<file path="config.mk">
export PLATFORM = sky130hd
export DESIGN_NAME = memory_stage_flat
export DESIGN_NICKNAME = d
export VERILOG_FILES = /design/src/rtl/memory_stage_if.sv /design/src/rtl/memory_stage.sv /design/src/flat_wrapper.sv
export SDC_FILE = /design/constraint.sdc
export NUM_CORES = 1
export LEC_CHECK = 0
export CORE_AREA = 3 3 258 260
export CTS_CLUSTER_SIZE = 8
export DETAILED_ROUTE_END_ITERATION = 7
export DIE_AREA = 0 0 261 263
export SYNTH_ARGS = -nofsm -noshare
export SYNTH_HDL_FRONTEND = slang
export SYNTH_SLANG_ARGS = --single-unit
export TNS_END_PERCENT = 5
</file>
<file path="constraint.sdc">
create_clock -name clk -period 2.6 [get_ports clk]
set_input_delay 0.39 -clock clk [delete_from_list [all_inputs] [get_ports clk]]
set_output_delay 0.39 -clock clk [all_outputs]
set_load 0.1 [all_outputs]
</file>
<file path="src/rtl/memory_stage_if.sv">
// Signal bundle of the memory stage: upstream pipeline inputs, data-memory bus and writeback outputs.
// The master modport is the stage itself; the slave modport is everything around it.
interface memory_stage_if;
    // Handshakes: dmem_req stays high, with dmem_we/addr/wdata/wstrb stable, up to and
    // including the cycle dmem_ack is high. mem_stall high means upstream keeps every mem_* input unchanged.
    logic        mem_v;
    logic [31:0] mem_ir;
    logic [63:0] mem_npc;
    logic [63:0] mem_alu_result;
    logic [63:0] mem_store_data;
    logic        mem_stall;

    logic        dmem_req;
    logic        dmem_we;
    logic [63:0] dmem_addr;
    logic [63:0] dmem_wdata;
    logic [7:0]  dmem_wstrb;
    logic [63:0] dmem_rdata;
    logic        dmem_ack;
    logic        dmem_err;

    logic        wb_v;
    logic [31:0] wb_ir;
    logic [63:0] wb_npc;
    logic [63:0] wb_alu_result;
    logic [63:0] wb_mem_result;
    logic        mem_lam;
    logic        mem_laf;
    logic        mem_sam;
    logic        mem_saf;

    logic [0:0]  fsm_state;

    modport master (
        input  mem_v, mem_ir, mem_npc, mem_alu_result, mem_store_data,
        input  dmem_rdata, dmem_ack, dmem_err,
        output mem_stall, dmem_req, dmem_we, dmem_addr, dmem_wdata, dmem_wstrb,
        output wb_v, wb_ir, wb_npc, wb_alu_result, wb_mem_result,
        output mem_lam, mem_laf, mem_sam, mem_saf, fsm_state
    );

    modport slave (
        output mem_v, mem_ir, mem_npc, mem_alu_result, mem_store_data,
        output dmem_rdata, dmem_ack, dmem_err,
        input  mem_stall, dmem_req, dmem_we, dmem_addr, dmem_wdata, dmem_wstrb,
        input  wb_v, wb_ir, wb_npc, wb_alu_result, wb_mem_result,
        input  mem_lam, mem_laf, mem_sam, mem_saf, fsm_state
    );
endinterface

</file>
<file path="src/rtl/memory_stage.sv">
// Memory stage of an RV64 pipeline: load/store issue, lane shifting, extension and fault flags.
// Optional feature: define MEM_TIMEOUT_EN to fault an access that waits TIMEOUT_CYCLES without an ack.
module memory_stage #(
    parameter int TIMEOUT_CYCLES = 255
) (
    input  logic           clk,
    input  logic           reset_n,
    memory_stage_if.master bus
);
    localparam logic [0:0] IDLE     = 1'b0;
    localparam logic [0:0] WAIT     = 1'b1;
    localparam logic [6:0] OP_LOAD  = 7'b0000011;
    localparam logic [6:0] OP_STORE = 7'b0100011;

    // The wait counter is 8 bits wide, so only 1..255 is meaningful.
    if (TIMEOUT_CYCLES < 1 || TIMEOUT_CYCLES > 255) begin : g_timeout_out_of_range
    end

    logic [0:0]  state;
    logic [6:0]  opcode;
    logic [2:0]  funct3;
    logic [2:0]  lane;
    logic        is_load;
    logic        is_store;
    logic        misaligned;
    logic        do_access;
    logic        issue;
    logic        timeout;
    logic [7:0]  size_mask;
    logic [63:0] shifted;
    logic [63:0] load_data;

    logic        wb_v_q;
    logic [31:0] wb_ir_q;
    logic [63:0] wb_npc_q;
    logic [63:0] wb_alu_q;
    logic [63:0] wb_mem_q;
    logic        lam_q;
    logic        laf_q;
    logic        sam_q;
    logic        saf_q;

    assign opcode   = bus.mem_ir[6:0];
    assign funct3   = bus.mem_ir[14:12];
    assign lane     = bus.mem_alu_result[2:0];
    assign is_load  = bus.mem_v && (opcode == OP_LOAD) && (funct3 != 3'b111);
    assign is_store = bus.mem_v && (opcode == OP_STORE) && !funct3[2];

    // funct3[1:0] encodes the access size for both loads and stores.
    always_comb begin
        misaligned = 1'b0;
        size_mask  = 8'h01;
        case (funct3[1:0])
            2'd0: begin
                misaligned = 1'b0;
                size_mask  = 8'h01;
            end
            2'd1: begin
                misaligned = lane[0];
                size_mask  = 8'h03;
            end
            2'd2: begin
                misaligned = |lane[1:0];
                size_mask  = 8'h0F;
            end
            default: begin
                misaligned = |lane;
                size_mask  = 8'hFF;
            end
        endcase
    end

    assign do_access = (is_load || is_store) && !misaligned;
    assign issue     = (state == IDLE) && do_access;

`ifdef MEM_TIMEOUT_EN
    localparam logic [7:0] TIMEOUT_LAST = 8'(TIMEOUT_CYCLES - 1);

    logic [7:0] wait_count;

    // An ack in the last permitted WAIT cycle still wins over the timeout.
    assign timeout = (state == WAIT) && !bus.dmem_ack && (wait_count == TIMEOUT_LAST);

    always_ff @(posedge clk or negedge reset_n) begin
        if (!reset_n) begin
            wait_count <= '0;
        end else if ((state == WAIT) && !bus.dmem_ack && !timeout) begin
            wait_count <= wait_count + 8'd1;
        end else begin
            wait_count <= '0;
        end
    end
`else
    assign timeout = 1'b0;
`endif

    // Gated by reset_n so reset silences the bus even while a memory op is presented.
    assign bus.mem_stall = reset_n && (issue || ((state == WAIT) && !bus.dmem_ack && !timeout));
    assign bus.dmem_req  = reset_n && (issue || ((state == WAIT) && !timeout));
    assign bus.dmem_we   = bus.dmem_req && is_store;
    assign bus.dmem_addr = {bus.mem_alu_result[63:3], 3'b000};

    always_comb begin
        bus.dmem_wstrb = 8'h00;
        bus.dmem_wdata = bus.mem_store_data << {lane, 3'b000};
        if (bus.dmem_req && is_store) begin
            bus.dmem_wstrb = size_mask << lane;
        end
    end

    always_comb begin
        shifted = bus.dmem_rdata >> {lane, 3'b000};
        case (funct3)
            3'd0:    load_data = {{56{shifted[7]}},  shifted[7:0]};
            3'd1:    load_data = {{48{shifted[15]}}, shifted[15:0]};
            3'd2:    load_data = {{32{shifted[31]}}, shifted[31:0]};
            3'd4:    load_data = {56'd0, shifted[7:0]};
            3'd5:    load_data = {48'd0, shifted[15:0]};
            3'd6:    load_data = {32'd0, shifted[31:0]};
            default: load_data = shifted;
        endcase
    end

    always_ff @(posedge clk or negedge reset_n) begin
        if (!reset_n) begin
            state    <= IDLE;
            wb_v_q   <= 1'b0;
            wb_ir_q  <= '0;
            wb_npc_q <= '0;
            wb_alu_q <= '0;
            wb_mem_q <= '0;
            lam_q    <= 1'b0;
            laf_q    <= 1'b0;
            sam_q    <= 1'b0;
            saf_q    <= 1'b0;
        end else begin
            wb_v_q <= 1'b0;
            lam_q  <= 1'b0;
            laf_q  <= 1'b0;
            sam_q  <= 1'b0;
            saf_q  <= 1'b0;
            case (state)
                IDLE: begin
                    if (do_access) begin
                        state <= WAIT;
                    end else begin
                        wb_v_q   <= bus.mem_v;
                        wb_ir_q  <= bus.mem_ir;
                        wb_npc_q <= bus.mem_npc;
                        wb_alu_q <= bus.mem_alu_result;
                        wb_mem_q <= '0;
                        lam_q    <= is_load && misaligned;
                        sam_q    <= is_store && misaligned;
                    end
                end
                default: begin
                    // Inputs are still held by upstream, so decode refers to the waiting op.
                    if (bus.dmem_ack || timeout) begin
                        state    <= IDLE;
                        wb_v_q   <= 1'b1;
                        wb_ir_q  <= bus.mem_ir;
                        wb_npc_q <= bus.mem_npc;
                        wb_alu_q <= bus.mem_alu_result;
                        wb_mem_q <= (is_load && bus.dmem_ack && !bus.dmem_err) ? load_data : '0;
                        laf_q    <= is_load && (timeout || bus.dmem_err);
                        saf_q    <= is_store && (timeout || bus.dmem_err);
                    end
                end
            endcase
        end
    end

    assign bus.wb_v          = wb_v_q;
    assign bus.wb_ir         = wb_ir_q;
    assign bus.wb_npc        = wb_npc_q;
    assign bus.wb_alu_result = wb_alu_q;
    assign bus.wb_mem_result = wb_mem_q;
    assign bus.mem_lam       = lam_q;
    assign bus.mem_laf       = laf_q;
    assign bus.mem_sam       = sam_q;
    assign bus.mem_saf       = saf_q;
    assign bus.fsm_state     = state;
endmodule

</file>
<file path="src/flat_wrapper.sv">
// flat-port wrapper written by rule: the top's interface ports become plain ports
module memory_stage_flat 
#(
    parameter int TIMEOUT_CYCLES = 255
)
  (clk, reset_n, bus_mem_v, bus_mem_ir, bus_mem_npc, bus_mem_alu_result, bus_mem_store_data, bus_dmem_rdata, bus_dmem_ack, bus_dmem_err, bus_mem_stall, bus_dmem_req, bus_dmem_we, bus_dmem_addr, bus_dmem_wdata, bus_dmem_wstrb, bus_wb_v, bus_wb_ir, bus_wb_npc, bus_wb_alu_result, bus_wb_mem_result, bus_mem_lam, bus_mem_laf, bus_mem_sam, bus_mem_saf, bus_fsm_state);
  memory_stage_if bus_i ();
  input  logic clk;
  input  logic reset_n;
  input wire logic [$bits(bus_i.mem_v)-1:0] bus_mem_v;
  input wire logic [$bits(bus_i.mem_ir)-1:0] bus_mem_ir;
  input wire logic [$bits(bus_i.mem_npc)-1:0] bus_mem_npc;
  input wire logic [$bits(bus_i.mem_alu_result)-1:0] bus_mem_alu_result;
  input wire logic [$bits(bus_i.mem_store_data)-1:0] bus_mem_store_data;
  input wire logic [$bits(bus_i.dmem_rdata)-1:0] bus_dmem_rdata;
  input wire logic [$bits(bus_i.dmem_ack)-1:0] bus_dmem_ack;
  input wire logic [$bits(bus_i.dmem_err)-1:0] bus_dmem_err;
  output wire logic [$bits(bus_i.mem_stall)-1:0] bus_mem_stall;
  output wire logic [$bits(bus_i.dmem_req)-1:0] bus_dmem_req;
  output wire logic [$bits(bus_i.dmem_we)-1:0] bus_dmem_we;
  output wire logic [$bits(bus_i.dmem_addr)-1:0] bus_dmem_addr;
  output wire logic [$bits(bus_i.dmem_wdata)-1:0] bus_dmem_wdata;
  output wire logic [$bits(bus_i.dmem_wstrb)-1:0] bus_dmem_wstrb;
  output wire logic [$bits(bus_i.wb_v)-1:0] bus_wb_v;
  output wire logic [$bits(bus_i.wb_ir)-1:0] bus_wb_ir;
  output wire logic [$bits(bus_i.wb_npc)-1:0] bus_wb_npc;
  output wire logic [$bits(bus_i.wb_alu_result)-1:0] bus_wb_alu_result;
  output wire logic [$bits(bus_i.wb_mem_result)-1:0] bus_wb_mem_result;
  output wire logic [$bits(bus_i.mem_lam)-1:0] bus_mem_lam;
  output wire logic [$bits(bus_i.mem_laf)-1:0] bus_mem_laf;
  output wire logic [$bits(bus_i.mem_sam)-1:0] bus_mem_sam;
  output wire logic [$bits(bus_i.mem_saf)-1:0] bus_mem_saf;
  output wire logic [$bits(bus_i.fsm_state)-1:0] bus_fsm_state;
  assign bus_i.mem_v = bus_mem_v;
  assign bus_i.mem_ir = bus_mem_ir;
  assign bus_i.mem_npc = bus_mem_npc;
  assign bus_i.mem_alu_result = bus_mem_alu_result;
  assign bus_i.mem_store_data = bus_mem_store_data;
  assign bus_i.dmem_rdata = bus_dmem_rdata;
  assign bus_i.dmem_ack = bus_dmem_ack;
  assign bus_i.dmem_err = bus_dmem_err;
  assign bus_mem_stall = bus_i.mem_stall;
  assign bus_dmem_req = bus_i.dmem_req;
  assign bus_dmem_we = bus_i.dmem_we;
  assign bus_dmem_addr = bus_i.dmem_addr;
  assign bus_dmem_wdata = bus_i.dmem_wdata;
  assign bus_dmem_wstrb = bus_i.dmem_wstrb;
  assign bus_wb_v = bus_i.wb_v;
  assign bus_wb_ir = bus_i.wb_ir;
  assign bus_wb_npc = bus_i.wb_npc;
  assign bus_wb_alu_result = bus_i.wb_alu_result;
  assign bus_wb_mem_result = bus_i.wb_mem_result;
  assign bus_mem_lam = bus_i.mem_lam;
  assign bus_mem_laf = bus_i.mem_laf;
  assign bus_mem_sam = bus_i.mem_sam;
  assign bus_mem_saf = bus_i.mem_saf;
  assign bus_fsm_state = bus_i.fsm_state;
  memory_stage #(.TIMEOUT_CYCLES(TIMEOUT_CYCLES)) u_core (.clk(clk), .reset_n(reset_n), .bus(bus_i));
endmodule
</file>
Word-level counts from Yosys, hierarchy flattened --
Cells that the tools add are included.
Storage, ports and cells: input bits 293, bits in registers 230, logic and storage cells 85
Cells by class: equal/unequal tests 12, reductions and logical operators 28, mux-type cells 31, shift operators 3, bitwise operators 1
Operator list (number):
- $mux 64 | 10
- $pmux 64 s6 | 1
- $mux 32 | 3
- $shl 64x6->64 | 1
- $shr 64x6->64 | 1
- $pmux 8 s3 | 1
- $logic_and 1x1->1 | 16
- $mux 1 | 14
- $eq 3x3->1 const B | 3
- $mux 8 | 1
- $shl 8x3->8 | 1
- $eq 7x2->1 const B | 1
- $eq 7x6->1 const B | 1
- $logic_not 1->1 | 4
- $eq 3x1->1 const B | 1
- $eq 3x2->1 const B | 1
- $logic_not 3->1 | 1
- $logic_or 1x1->1 | 3
- $ne 3x3->1 const B | 1
- $pmux 1 s3 | 1
- $reduce_or 3->1 | 1
- $eq 2x1->1 const B | 1
- $eq 2x2->1 const B | 1
- $logic_not 2->1 | 1
- other kinds (5) | 5

Logic depth before layout (Yosys ltp) --
depth after elaboration 10, gate-level depth with buffers 10, mapped depth without buffers 5

Least setup slack after synthesis --
No wires, ideal clock.
path kind register to output, from reg u_core.state (netlist: u_core.bus.fsm_state), to out bus_dmem_wstrb[2], path buffers 0, arrival 6.296 ns, cell stages (with the launch flop) 4, setup slack -4.086 ns, data required time 2.210 ns, cell sequence dfrtp_1 > o21bai_1 > nand4_1 > a2111oi_0
On the way: word-level cells in the longest chain between the ends 6
Ends and longest elaborated chain:
- start: declaration | line memory_stage.sv:19 | logic [0:0] state;
- start signal: assignment | line memory_stage.sv:126 | state <= IDLE;
- start signal: assignment | line memory_stage.sv:145 | state <= WAIT;
- start signal: assignment | line memory_stage.sv:159 | state <= IDLE;
- $not 1->1 | line memory_stage.sv:74 | assign issue = (state == IDLE) && do_access;
- $logic_and 1x1->1 | line memory_stage.sv:74
- $logic_or 1x1->1 * | line memory_stage.sv:99 | assign bus.dmem_req = reset_n && (issue || ((state == WAIT) && !timeout));
- $logic_and 1x1->1 * | line memory_stage.sv:99
- $logic_and 1x1->1 * | line memory_stage.sv:106 | if (bus.dmem_req && is_store) begin
- $mux 8 * | line memory_stage.sv:106
- end: declaration | line flat_wrapper.sv:23 | output wire logic [$bits(bus_i.dmem_wstrb)-1:0] bus_dmem_wstrb;
Mark *: on every way between the ends. The rest lies on a longest branch, timed or not.

Final worst setup path --
from in bus_mem_ir[3], to out bus_dmem_wstrb[7]
On the way: word-level cells in the longest chain between the ends 10
Ends and longest elaborated chain:
- start: declaration | line flat_wrapper.sv:11 | input wire logic [$bits(bus_i.mem_ir)-1:0] bus_mem_ir;
- $eq 7x2->1 / $eq 7x6->1 (equally long branches) | line memory_stage.sv:46, memory_stage.sv:47
- $logic_and 1x1->1 (on tied branches) (2 in series) | line memory_stage.sv:46, memory_stage.sv:47
- $logic_or 1x1->1 | line memory_stage.sv:73 | assign do_access = (is_load || is_store) && !misaligned;
- $logic_and 1x1->1 | line memory_stage.sv:73
- $logic_and 1x1->1 | line memory_stage.sv:74
- $logic_or 1x1->1 | line memory_stage.sv:99
- $logic_and 1x1->1 | line memory_stage.sv:99
- $logic_and 1x1->1 * | line memory_stage.sv:106
- $mux 8 * | line memory_stage.sv:106
Marks and branches as above.

==> summary.md <==
| Metric | Value |
|---|---|
| Worst-Skew Late Latency | ~530 ps |
| Total number of H-tree levels | 2 |
| I/O Pins | 662 |
| Crit end category | output pin |
| Clock Pin Slew Worst Setup and Hold Paths | roughly 50 ps |
| Final worst slack | 66.93 ps |
| Fin. max-slew vios | 0 |
| Grt ovf | 0 |
| Die width | 261 um |
| I/O Buffers | 658 |
| Top cells by area, synth | dfrtp_1, mux2_2, mux2i_1 |
| Worst path buffer plus inverter count | 4 |
| Final wirelength | 58.98 mm |
| Total power | 12270 uW |
| Total die area | 68640 um^2 |
| Reg2reg setup slack | 700 ps |
| Pre-antenna DRT Iters | 5 |
| Final clock skew | 25.51 ps |
| Synth warn | 0 |
| DRC Markers | 0 |
| Number of flops mapped to enable cells by yosys | 0 |
| Unrepaired setup endpoints after global routing | yes |
| Ys flop type | dfrtp_1 |
| Crit path to | bus_dmem_wstrb[7] |
| ANT nets after route | 0 |
| Crit path max-delay cell type | nor4_4 |
| Critical-path maximum fanout | 7 |
| Final min period | 2533 ps |
| Peak supply drop | 0.3908 mV |
| Setup TNS Final | 0 ps |
| Fin nets | 2149 |
| Commonest cells post-synth | dfrtp_1, mux2_2, nand2_1, o21ai_0, mux2i_1 |
| Avg WL per Cell | 21.69 um |
| Worst slack at placement | -268.4 ps |
| Row count | 93 |
| Routability cong. | 0.8706 |
| GRT Total Usage | 0.1640 |
| Relative slew slack | 0.5380 |
| Critical R2R Launch | u_core.bus.fsm_state |
| PwrDens | 564.1 nW/um^2 |
| HP Class | input pin to flop |
| R2R Path End | u_core.bus.wb_mem_result[15] |
| Most frequent cell after synthesis | dfrtp_1 |
| CP cell instances | clkbuf_2, nor4_4, o211ai_1, o21bai_1, nand4_1, buf_6, buf_12, nor3_4, buf_12 |
| Pin count of the biggest net entering global routing | 118 |
| Clock Tree Buf Depth | 3 |
| Cell Area, Synth | 12940 um^2 |
| Initial Util | 0.2011 |
| Max-cap check violation count | 0 |
| Crit. path cell count | 9 |
| Startpoint Class | input pin |
| Crit-path max cell delay | 330 ps |
| Layout area overhead | 68.16% |
| Crit path top cell by count | buf_12 |
| Reg2Reg Depth | 6 |
| Setup CP Type | input pin to output pin |
| Final setup fails | 0 |
| Post-Syn Area per Cell | about 10 um^2 |
| Vias after detailed routing | between 10k and 15k |
| Post-Synthesis Cells | 1240 |
| Die extent in y | 263 um |
| Clk sinks | 230 |
| Crit path DAT | 2140 ps |
| Vias in the first global route | 12.66k |
| Antenna violations before repair | 2 |
| Cell taking the most area after synthesis | dfrtp_1 |
| Top delay family on crit path | simple AND/OR/NAND/NOR gates |
| Slew @ Worst Pin | 688.3 ps |
| Routed vias/inst | 4.444 |
| First-iteration detailed-routing DRC count | between 500 and 600 |
| Crit path from | bus_mem_ir[3] |
| Num CTS Buffers | 35 |
| CP required | approximately 2200 ps |
| Final period utilization | 0.9743 |
| Leakage | 0.009364 uW |
| Utilization after layout | 0.3381 |
| Layout cells sized above 1 | 0.4044 |
| Sequential area share after synthesis | 0.4448 |
| Share of the synthesized area in the top cell type | 0.4448 |
| Final hold vios | 0 |
| Async set or reset register ratio after synthesis | 1.000 |
| First-pass GRT wire length | 84.65 mm |
| Number of synthesized register bits | 230 |
| Hpwl dp | 47.38 mm |
| Post-synth cell types | 43 |
| Core Area | 64350 um^2 |
| CTS Root Cell | clkbuf_16 |
| Fmax | around 0.39 GHz |
| Status | finished, final reports clean |
| CTS tree | done |
==> power breakdown <==
| group | switching (uW) | internal (uW) |
|---|---|---|
| clock | 1620 | 2580 |
| combinational | 2930 | 1350 |
| sequential | 71.4 | 3720 |
==> how the worst min path moves through the flow <==
| stage | start | endpoint | slack [ps] | cells after the start |
|---|---|---|---|---|
| 6_report | bus_mem_ir[2] | u_core.bus.wb_ir[2] | 170 | 2 |
| 5_1_grt | bus_mem_ir[4] | u_core.bus.wb_ir[4] | 140 | 2 |
| 4_1_cts | bus_mem_ir[0] | u_core.bus.wb_ir[0] | 200 | 2 |
| 3_5_place_dp | reset_n | u_core.bus.mem_saf | 230 | 1 |
| 3_3_place_gp | reset_n | u_core.bus.mem_saf | 230 | 1 |
| 2_1_floorplan | reset_n | u_core.bus.fsm_state | 90 | 0 |
==> layout make-up <==
type / count / area (um^2)
fill: 6456 / 42590
timing repair buffer: 749 / 7485
multi-input combinational: 834 / 6436
sequential: 230 / 5757
tap: 855 / 1070
clock buffer: 39 / 922.1
clock inverter: 4 / 60.06
inverter: 6 / 22.52
antenna: 2 / 5.005
==> through the flow <==
step	area, um^2	hold slack (ps)	instances
finish	21760	171.9	2719
global placement	20720	233.6	2669
floorplan	13130	94.41	1242
global route	21760	139.2	2719
detailed placement	20720	233.6	2669
CTS	21740	203.4	2715
==> cells in the final DEF, fill, tap and decap left out, types with 27 or more instances in the layout <==
cell	n
a21oi_1	65
buf_12	92
buf_4	366
clkbuf_16	36
clkdlybuf4s50_1	277
dfrtp_1	229
mux2_2	203
mux2i_1	81
nand2_1	109
nor2_1	49
nor2b_1	27
nor4_1	33
o21ai_0	83
==> kinds of logic (layout without fill, tap and decap cells) <==
kind of cell / after synthesis / in the layout / share of synthesized area
mux: 309 / 309 / 0.2674
compound gates: 261 / 261 / 0.1167
simple gates: 261 / 261 / 0.09564
flops: 230 / 230 / 0.4448
buf+inv: 178 / 798 / 0.07514
other cells: 1 / 5 / 0.0002898
==> sequential cells by signal (all words and copies together), names as in the netlist <==
name                      flops
u_core.bus.wb_alu_result     64
u_core.bus.wb_mem_result     64
u_core.bus.fsm_state          1
u_core.bus.mem_laf            1
u_core.bus.wb_ir             32
u_core.bus.wb_npc            64
u_core.bus.wb_v               1
u_core.bus.mem_saf            1
u_core.bus.mem_sam            1
u_core.bus.mem_lam            1
==> per-layer routing <==
| metal | global-route usage | routed length (um) |
|---|---|---|
| met2 | 0.2891 | 29520 |
| met3 | 0.05974 | 5718 |
| met5 | 0 | 0 |
| met1 | 0.1821 | 22090 |
| met4 | 0.05349 | 1649 |
==> repair_timing <==
| item | 4_1_cts | 5_1_grt |
|---|---|---|
| hold buffers | 1 | 0 |
| setup endpoints to repair | 18 | 9 |
| pin swaps | 9 | 5 |
| hold endpoints to repair | 7 | 0 |
| buffers inserted | 2 | 2 |
| gates resized for setup | 13 | 12 |
==> worst register-to-register path, delay by kind of cell, from the launching register on <==
family          cells  cell delay (ps)
compound gates      1              390
buf+inv             1              180
flops               1              470
simple gates        4              730
Note: power is estimated with default switching activity, not from simulation.
